[src/rtl/fcvt_seq_ctrl_if.sv]
// Request/response bundle between FP issue, the FCVT sequencer and writeback.
interface fcvt_seq_ctrl_if #(
  parameter int unsigned TAG_W = 5
) ();
  localparam int unsigned DATA_W = 32;

  logic              req_valid;
  logic              req_ready;
  logic              req_op;
  logic              req_unsigned;
  logic [TAG_W-1:0]  req_tag;
  logic [DATA_W-1:0] req_src;

  logic              rsp_valid;
  logic              rsp_ready;
  logic [DATA_W-1:0] rsp_data;
  logic [TAG_W-1:0]  rsp_tag;
  logic              rsp_to_fp;

  // Issue/writeback side
  modport master (
    output req_valid, req_op, req_unsigned, req_tag, req_src, rsp_ready,
    input  req_ready, rsp_valid, rsp_data, rsp_tag, rsp_to_fp
  );

  // Sequencer side
  modport slave (
    input  req_valid, req_op, req_unsigned, req_tag, req_src, rsp_ready,
    output req_ready, rsp_valid, rsp_data, rsp_tag, rsp_to_fp
  );
endinterface

[src/rtl/fcvt_seq_ctrl.sv]
// Multi-cycle FP<->INT conversion sequencer (FCVT.S.W/WU, FCVT.W/WU.S).
// INT->FLOAT normalises one bit per cycle with truncation; FLOAT->INT takes
// one execute cycle. Result is held until writeback accepts it; flush aborts.
module fcvt_seq_ctrl #(
  parameter int unsigned TAG_W = 5
) (
  input  logic            clk,
  input  logic            rst_n,
  input  logic            flush,
  output logic            busy,
  fcvt_seq_ctrl_if.slave  bus
);

  localparam int unsigned DATA_W   = 32;
  localparam int unsigned EXP_W    = 8;
  localparam logic [EXP_W-1:0] EXP_TOP = 8'd158;  // bias + 31

  typedef enum logic [1:0] {
    IDLE     = 2'd0,
    I2F_NORM = 2'd1,
    F2I_EXEC = 2'd2,
    DONE     = 2'd3
  } state_t;

  state_t            state;
  logic [DATA_W-1:0] work;      // I2F: magnitude being normalised; F2I: raw source
  logic [EXP_W-1:0]  exp_q;
  logic              sign_q;
  logic              uns_q;
  logic [TAG_W-1:0]  tag_q;

  logic              rsp_valid;
  logic [DATA_W-1:0] rsp_data;
  logic [TAG_W-1:0]  rsp_tag;
  logic              rsp_to_fp;

  logic              req_ready;
  logic              i2f_sign;
  logic [DATA_W-1:0] i2f_mag;

  // Truncating float->int with 32-bit wrap; NaN/Inf take the same path
  function automatic logic [DATA_W-1:0] f2i(input logic [DATA_W-1:0] x,
                                            input logic uns);
    logic              s;
    logic [EXP_W-1:0]  e;
    logic [63:0]       m;
    logic [DATA_W-1:0] mag;
    logic [DATA_W-1:0] res;
    s = x[31];
    e = x[30:23];
    m = {40'd0, 1'b1, x[22:0]};
    if (e < 8'd127)      mag = '0;
    else if (e < 8'd150) mag = 32'(m >> (8'd150 - e));
    else if (e < 8'd183) mag = 32'(m << (e - 8'd150));
    else                 mag = '0;
    if (uns) res = s ? '0 : mag;
    else     res = s ? (~mag + 32'd1) : mag;
    return res;
  endfunction

  // Sign/magnitude split of an incoming integer operand
  assign i2f_sign = !bus.req_unsigned && bus.req_src[31];
  assign i2f_mag  = i2f_sign ? (~bus.req_src + 32'd1) : bus.req_src;

  // Accept only from IDLE, never during flush or reset
  assign req_ready = rst_n && (state == IDLE) && !flush;
  assign busy      = (state != IDLE);

  assign bus.req_ready = req_ready;
  assign bus.rsp_valid = rsp_valid;
  assign bus.rsp_data  = rsp_data;
  assign bus.rsp_tag   = rsp_tag;
  assign bus.rsp_to_fp = rsp_to_fp;

  // Sequencer state, datapath and registered response
  always_ff @(posedge clk or negedge rst_n) begin
    if (!rst_n) begin
      state     <= IDLE;
      work      <= '0;
      exp_q     <= '0;
      sign_q    <= 1'b0;
      uns_q     <= 1'b0;
      tag_q     <= '0;
      rsp_valid <= 1'b0;
      rsp_data  <= '0;
      rsp_tag   <= '0;
      rsp_to_fp <= 1'b0;
    end else if (flush) begin
      state     <= IDLE;
      rsp_valid <= 1'b0;
    end else begin
      case (state)
        IDLE: begin
          if (bus.req_valid) begin
            uns_q <= bus.req_unsigned;
            tag_q <= bus.req_tag;
            if (!bus.req_op) begin
              sign_q <= i2f_sign;
              work   <= i2f_mag;
              exp_q  <= EXP_TOP;
              if (bus.req_src == '0) begin
                state     <= DONE;
                rsp_valid <= 1'b1;
                rsp_data  <= '0;
                rsp_tag   <= bus.req_tag;
                rsp_to_fp <= 1'b1;
              end else begin
                state <= I2F_NORM;
              end
            end else begin
              work  <= bus.req_src;
              state <= F2I_EXEC;
            end
          end
        end
        I2F_NORM: begin
          if (work[31]) begin
            state     <= DONE;
            rsp_valid <= 1'b1;
            rsp_data  <= {sign_q, exp_q, work[30:8]};
            rsp_tag   <= tag_q;
            rsp_to_fp <= 1'b1;
          end else begin
            work  <= work << 1;
            exp_q <= exp_q - 8'd1;
          end
        end
        F2I_EXEC: begin
          state     <= DONE;
          rsp_valid <= 1'b1;
          rsp_data  <= f2i(work, uns_q);
          rsp_tag   <= tag_q;
          rsp_to_fp <= 1'b0;
        end
        DONE: begin
          if (bus.rsp_ready) begin
            state     <= IDLE;
            rsp_valid <= 1'b0;
          end
        end
        default: state <= IDLE;
      endcase
    end
  end

endmodule

[src/flat_wrapper.sv]
// flat-port wrapper written by rule: the top's interface ports become plain ports
module fcvt_seq_ctrl_flat 
#(
  parameter int unsigned TAG_W = 5
)
  (clk, rst_n, flush, busy, bus_req_valid, bus_req_op, bus_req_unsigned, bus_req_tag, bus_req_src, bus_rsp_ready, bus_req_ready, bus_rsp_valid, bus_rsp_data, bus_rsp_tag, bus_rsp_to_fp);
  fcvt_seq_ctrl_if #(.TAG_W(TAG_W)) bus_i ();
  input  logic clk;
  input  logic rst_n;
  input  logic flush;
  output logic busy;
  input wire logic [$bits(bus_i.req_valid)-1:0] bus_req_valid;
  input wire logic [$bits(bus_i.req_op)-1:0] bus_req_op;
  input wire logic [$bits(bus_i.req_unsigned)-1:0] bus_req_unsigned;
  input wire logic [$bits(bus_i.req_tag)-1:0] bus_req_tag;
  input wire logic [$bits(bus_i.req_src)-1:0] bus_req_src;
  input wire logic [$bits(bus_i.rsp_ready)-1:0] bus_rsp_ready;
  output wire logic [$bits(bus_i.req_ready)-1:0] bus_req_ready;
  output wire logic [$bits(bus_i.rsp_valid)-1:0] bus_rsp_valid;
  output wire logic [$bits(bus_i.rsp_data)-1:0] bus_rsp_data;
  output wire logic [$bits(bus_i.rsp_tag)-1:0] bus_rsp_tag;
  output wire logic [$bits(bus_i.rsp_to_fp)-1:0] bus_rsp_to_fp;
  assign bus_i.req_valid = bus_req_valid;
  assign bus_i.req_op = bus_req_op;
  assign bus_i.req_unsigned = bus_req_unsigned;
  assign bus_i.req_tag = bus_req_tag;
  assign bus_i.req_src = bus_req_src;
  assign bus_i.rsp_ready = bus_rsp_ready;
  assign bus_req_ready = bus_i.req_ready;
  assign bus_rsp_valid = bus_i.rsp_valid;
  assign bus_rsp_data = bus_i.rsp_data;
  assign bus_rsp_tag = bus_i.rsp_tag;
  assign bus_rsp_to_fp = bus_i.rsp_to_fp;
  fcvt_seq_ctrl #(.TAG_W(TAG_W)) u_core (.clk(clk), .rst_n(rst_n), .flush(flush), .busy(busy), .bus(bus_i));
endmodule
[config.mk]
export PLATFORM = sky130hd
export DESIGN_NAME = fcvt_seq_ctrl_flat
export DESIGN_NICKNAME = d
export VERILOG_FILES = /design/src/rtl/fcvt_seq_ctrl_if.sv /design/src/rtl/fcvt_seq_ctrl.sv /design/src/flat_wrapper.sv
export SDC_FILE = /design/constraint.sdc
export NUM_CORES = 1
export LEC_CHECK = 0
export CAP_MARGIN = 20
export CORE_MARGIN = 2
export CORE_UTILIZATION = 60
export CTS_BUF_LIST = sky130_fd_sc_hd__clkbuf_4 sky130_fd_sc_hd__clkbuf_8 sky130_fd_sc_hd__clkbuf_16
export DETAILED_ROUTE_END_ITERATION = 16
export GPL_TIMING_DRIVEN = 0
export PLACE_DENSITY_LB_ADDON = 0.1
export SKIP_CTS_REPAIR_TIMING = 1
export SLEW_MARGIN = 20
export SYNTH_ARGS = -nofsm -noshare
export SYNTH_HDL_FRONTEND = slang
export SYNTH_SLANG_ARGS = --single-unit
[constraint.sdc]
create_clock -name clk -period 4.53 [get_ports clk]
set_clock_uncertainty 0.05 [all_clocks]
set_input_delay 0.906 -clock clk [delete_from_list [all_inputs] [get_ports clk]]
set_output_delay 0.906 -clock clk [all_outputs]
set_load 0.02 [all_outputs]
==> impl_metrics.toml <==
[status]
status = "finished clean"

[synthesis]
syn_avg_cell_area_um2 = 8.02
yosys-top-cells-count = "nand2_1, o21ai_0, dfrtp_1"
yosys.cell_types.count = 100
synth_nets = 1272
synth_warnings = 0
synth.most_common_cell = "nand2_1"
synth_area_um2 = 9770
async_flop_share_pct = 100
yosysSeqAreaShare_pct = 22.5
synth_edf_count = 0
synth_area_leaders = "dfrtp_1, mux2i_1, mux4_2"
ys_seq_elements = 88
ys.flop_type = "dfrtp_1"
yosys.area.top_type = "dfrtp_1"
synth_top_area_share_pct = 22.5
synthCells = 1218

[floorplanning]
core_um2 = 15900
fp.dieH_um = 132
io_pins = 85
start_util_pct = 61.5
die_w_um = 132
die_area_um2 = 17300
fp-row-count = 46

[critical_path]
cp-startpoint = "u_core.work[24]$_DFFE_PN0P_"
r2r-start = "u_core.work[24]$_DFFE_PN0P_"
r2r_slack_ns = 0.06
crit_buf_inv = 4
critPathLaunchType = "flop"
cp_max_fo = 10
path_delay_family = "simple AND/OR/NAND/NOR gates"
crit_cells = 14
critPathMaxStageDelay_ns = 0.83
crit_end = "u_core.bus.rsp_data[31]$_DFFE_PN0P_"
cp-end-kind = "flop"
path_cells = "ha_1 -> buf_2 -> inv_1 -> or3_1 -> o22ai_1 -> a221oi_1 -> nor3_1 -> nor4b_4 -> buf_4 -> nand2_2 -> buf_6 -> o31ai_2 -> xnor2_1 -> o211ai_2"
reg2reg_depth = 14
reg2reg_to = "u_core.bus.rsp_data[31]$_DFFE_PN0P_"
crit_arrival_ns = 4.66
slowest_stage = "nor3_1"
criticalPathCategory = "flop to flop"
worst_ep_required_time_ns = 4.72

[layout]
stdcell_count = 1535
fin_nets = 1368
area_growth_pct = 15.2
diodes = 0
final_core_util_pct = 70.8
drive_above_1_share_pct = 12.7

[placement]
numPortBuffers = 84
dp.final_hpwl_um = 29800
routabilityCongestion = 1.09
placed_cells = 1519

[clock_tree]
cts.path.max_buffers = 2
clk_pin_slew_ns = 0.08
clk_latency_ns = 0.37
cts_made_buffers = 9
clock-root-buffer = "clkbuf_16"
cts_max_level = 3
cts_tree = "built"
cts.sinks = 88

[pwr]
power.density_nw_per_um2 = 933
p_leak_nw = 4.35
peakVddDrop_mv = 0.474

[timing]
maxSlewViolCount = 0
timing.hold.ws_ns = 0.446
setup_viol = 0
hold_violations = 0
max_slew_margin_pct = 30.9
post-route-period-util_pct = 98.6
min_period_ns = 4.47
clock.fmax_mhz = 224
worst_pin_slew_ns = 1.03

[route]
drtPass1Iterations = 8
vias_per_cell = 7.16
drcViolationCount = 0
met2_wirelength_um = 17000
met3_length_um = 4490
antenna_left = 0
wl_per_cell_um = 25.2
m1WireLength_um = 14600
drt_first_iter_violations = 1497
drt-total-wl_um = 38700
top_layer_used = "met4"
vias = 10984

[global_route]
grt_pass1_vias = 10381
grt_usage_pct = 43.8
grt_pass1_wl_um = 59300
overflow = 0
grt_max_degree = 53
antenna_found_initial = 0

[hold_path]
hold_class = "flop to flop"

[job]
maxCapViolations = 0
-- logic make-up (layout without fill, tap and decap cells) --
logic type	count (synthesis)	count (layout)	synth area share, %
AOI/OAI and AO/OA	399	399	28.0
xor gates and xnor gates	61	61	5.62
adders and majority gates	10	10	1.28
buffers and inverters	133	234	6.69
DFF	88	88	22.5
muxes	112	112	15.1
and+or+nand+nor	415	415	20.7
-- power by group --
part / internal [mW] / switching (mW) / total, mW
combinational: 3.02 / 5.28 / 8.29
clock: 0.389 / 0.390 / 0.779
sequential: 1.09 / 0.330 / 1.42
total: 4.50 / 6.00 / 10.5
-- layer usage --
layer  vias up  GRT usage (%)
met5         -              0
met4         0           24.1
met3       182           10.4
met2       846           68.0
met1      5221           56.5
li1       4735              -
-- cell usage in the layout, fill, tap and decap left out, drive strengths merged, types with 6 or more instances in the layout --
cell type / synthesis / final
nand3: 50 / 50
o221ai: 7 / 7
nor4: 10 / 10
xnor2: 27 / 27
inv: 21 / 26
o21a: 9 / 9
ha: 10 / 10
o211ai: 40 / 40
xor2: 34 / 34
or2: 11 / 11
mux2: 18 / 18
nor2: 83 / 83
a211oi: 13 / 13
o32ai: 11 / 11
clkbuf: 62 / 72
buf: 50 / 51
nand3b: 7 / 7
nor3: 31 / 31
o22ai: 7 / 7
a22o: 6 / 6
a31oi: 21 / 21
dfrtp: 88 / 88
nand2b: 12 / 12
o31ai: 14 / 14
mux4: 26 / 26
mux2i: 68 / 68
and2: 12 / 12
a221oi: 6 / 6
a21oi: 87 / 87
o41ai: 7 / 7
nand2: 146 / 146
and3: 10 / 10
a21o: 9 / 9
or3: 14 / 14
o21ai: 110 / 110
clkdlybuf4s50: 0 / 83
nand4: 6 / 6
-- per-stage QoR --
| step | worst slack, ns | area (um^2) | power (mW) | setup TNS [ns] |
|---|---|---|---|---|
| floorplan | 0.938 | 9770 | 6.88 | 0 |
| global placement | -1.74 | 10900 | 9.12 | -71.91 |
| detailed placement | -0.262 | 10900 | 9.23 | -4.70 |
| CTS | -0.256 | 11200 | 10.0 | -1.71 |
| global route | -0.00579 | 11300 | 10.9 | -0.00579 |
| finish | 0.0644 | 11300 | 10.5 | 0 |
-- state kept, by name (all words and copies together) (netlist names) --
signal,flops
u_core.bus.rsp_data,32
u_core.work,32
u_core.exp_q,8
u_core.bus.rsp_tag,5
u_core.tag_q,5
u_core.state,2
u_core.bus.rsp_to_fp,1
u_core.bus.rsp_valid,1
u_core.sign_q,1
u_core.uns_q,1
-- worst min-delay path, delay by kind of cell (launching register included) --
| family | cells | cell delay, ns |
|---|---|---|
| AOI/OAI and AO/OA | 1 | 0.07 |
| DFF | 1 | 0.34 |
| and+or+nand+nor | 1 | 0.05 |
-- final cells by class --
class	instances	area, um^2
repair buffers	86	873
flip-flops and latches	88	2200
clock buffers	9	225
clock inverters	7	70.1
multi-input cells	997	6950
fillers	1272	4630
plain buffers	111	579
inverters	21	78.8
well taps	216	270
-- worst min-delay path by stage --
stage | startpoint | endpoint | slack [ns] | cells after the start
CTS | u_core.bus.rsp_tag[3]$_DFFE_PN0P_ | u_core.bus.rsp_tag[3]$_DFFE_PN0P_ | 0.44 | 2
global placement | u_core.bus.rsp_data[0]$_DFFE_PN0P_ | u_core.bus.rsp_data[0]$_DFFE_PN0P_ | 0.41 | 2
detailed placement | u_core.bus.rsp_tag[3]$_DFFE_PN0P_ | u_core.bus.rsp_tag[3]$_DFFE_PN0P_ | 0.43 | 2
global route | u_core.bus.rsp_tag[1]$_DFFE_PN0P_ | u_core.bus.rsp_tag[1]$_DFFE_PN0P_ | 0.48 | 2
floorplan | u_core.sign_q$_DFFE_PN0P_ | u_core.sign_q$_DFFE_PN0P_ | 0.42 | 2
finish | u_core.bus.rsp_tag[3]$_DFFE_PN0P_ | u_core.bus.rsp_tag[3]$_DFFE_PN0P_ | 0.45 | 2
(Power assumes the default switching activity.)
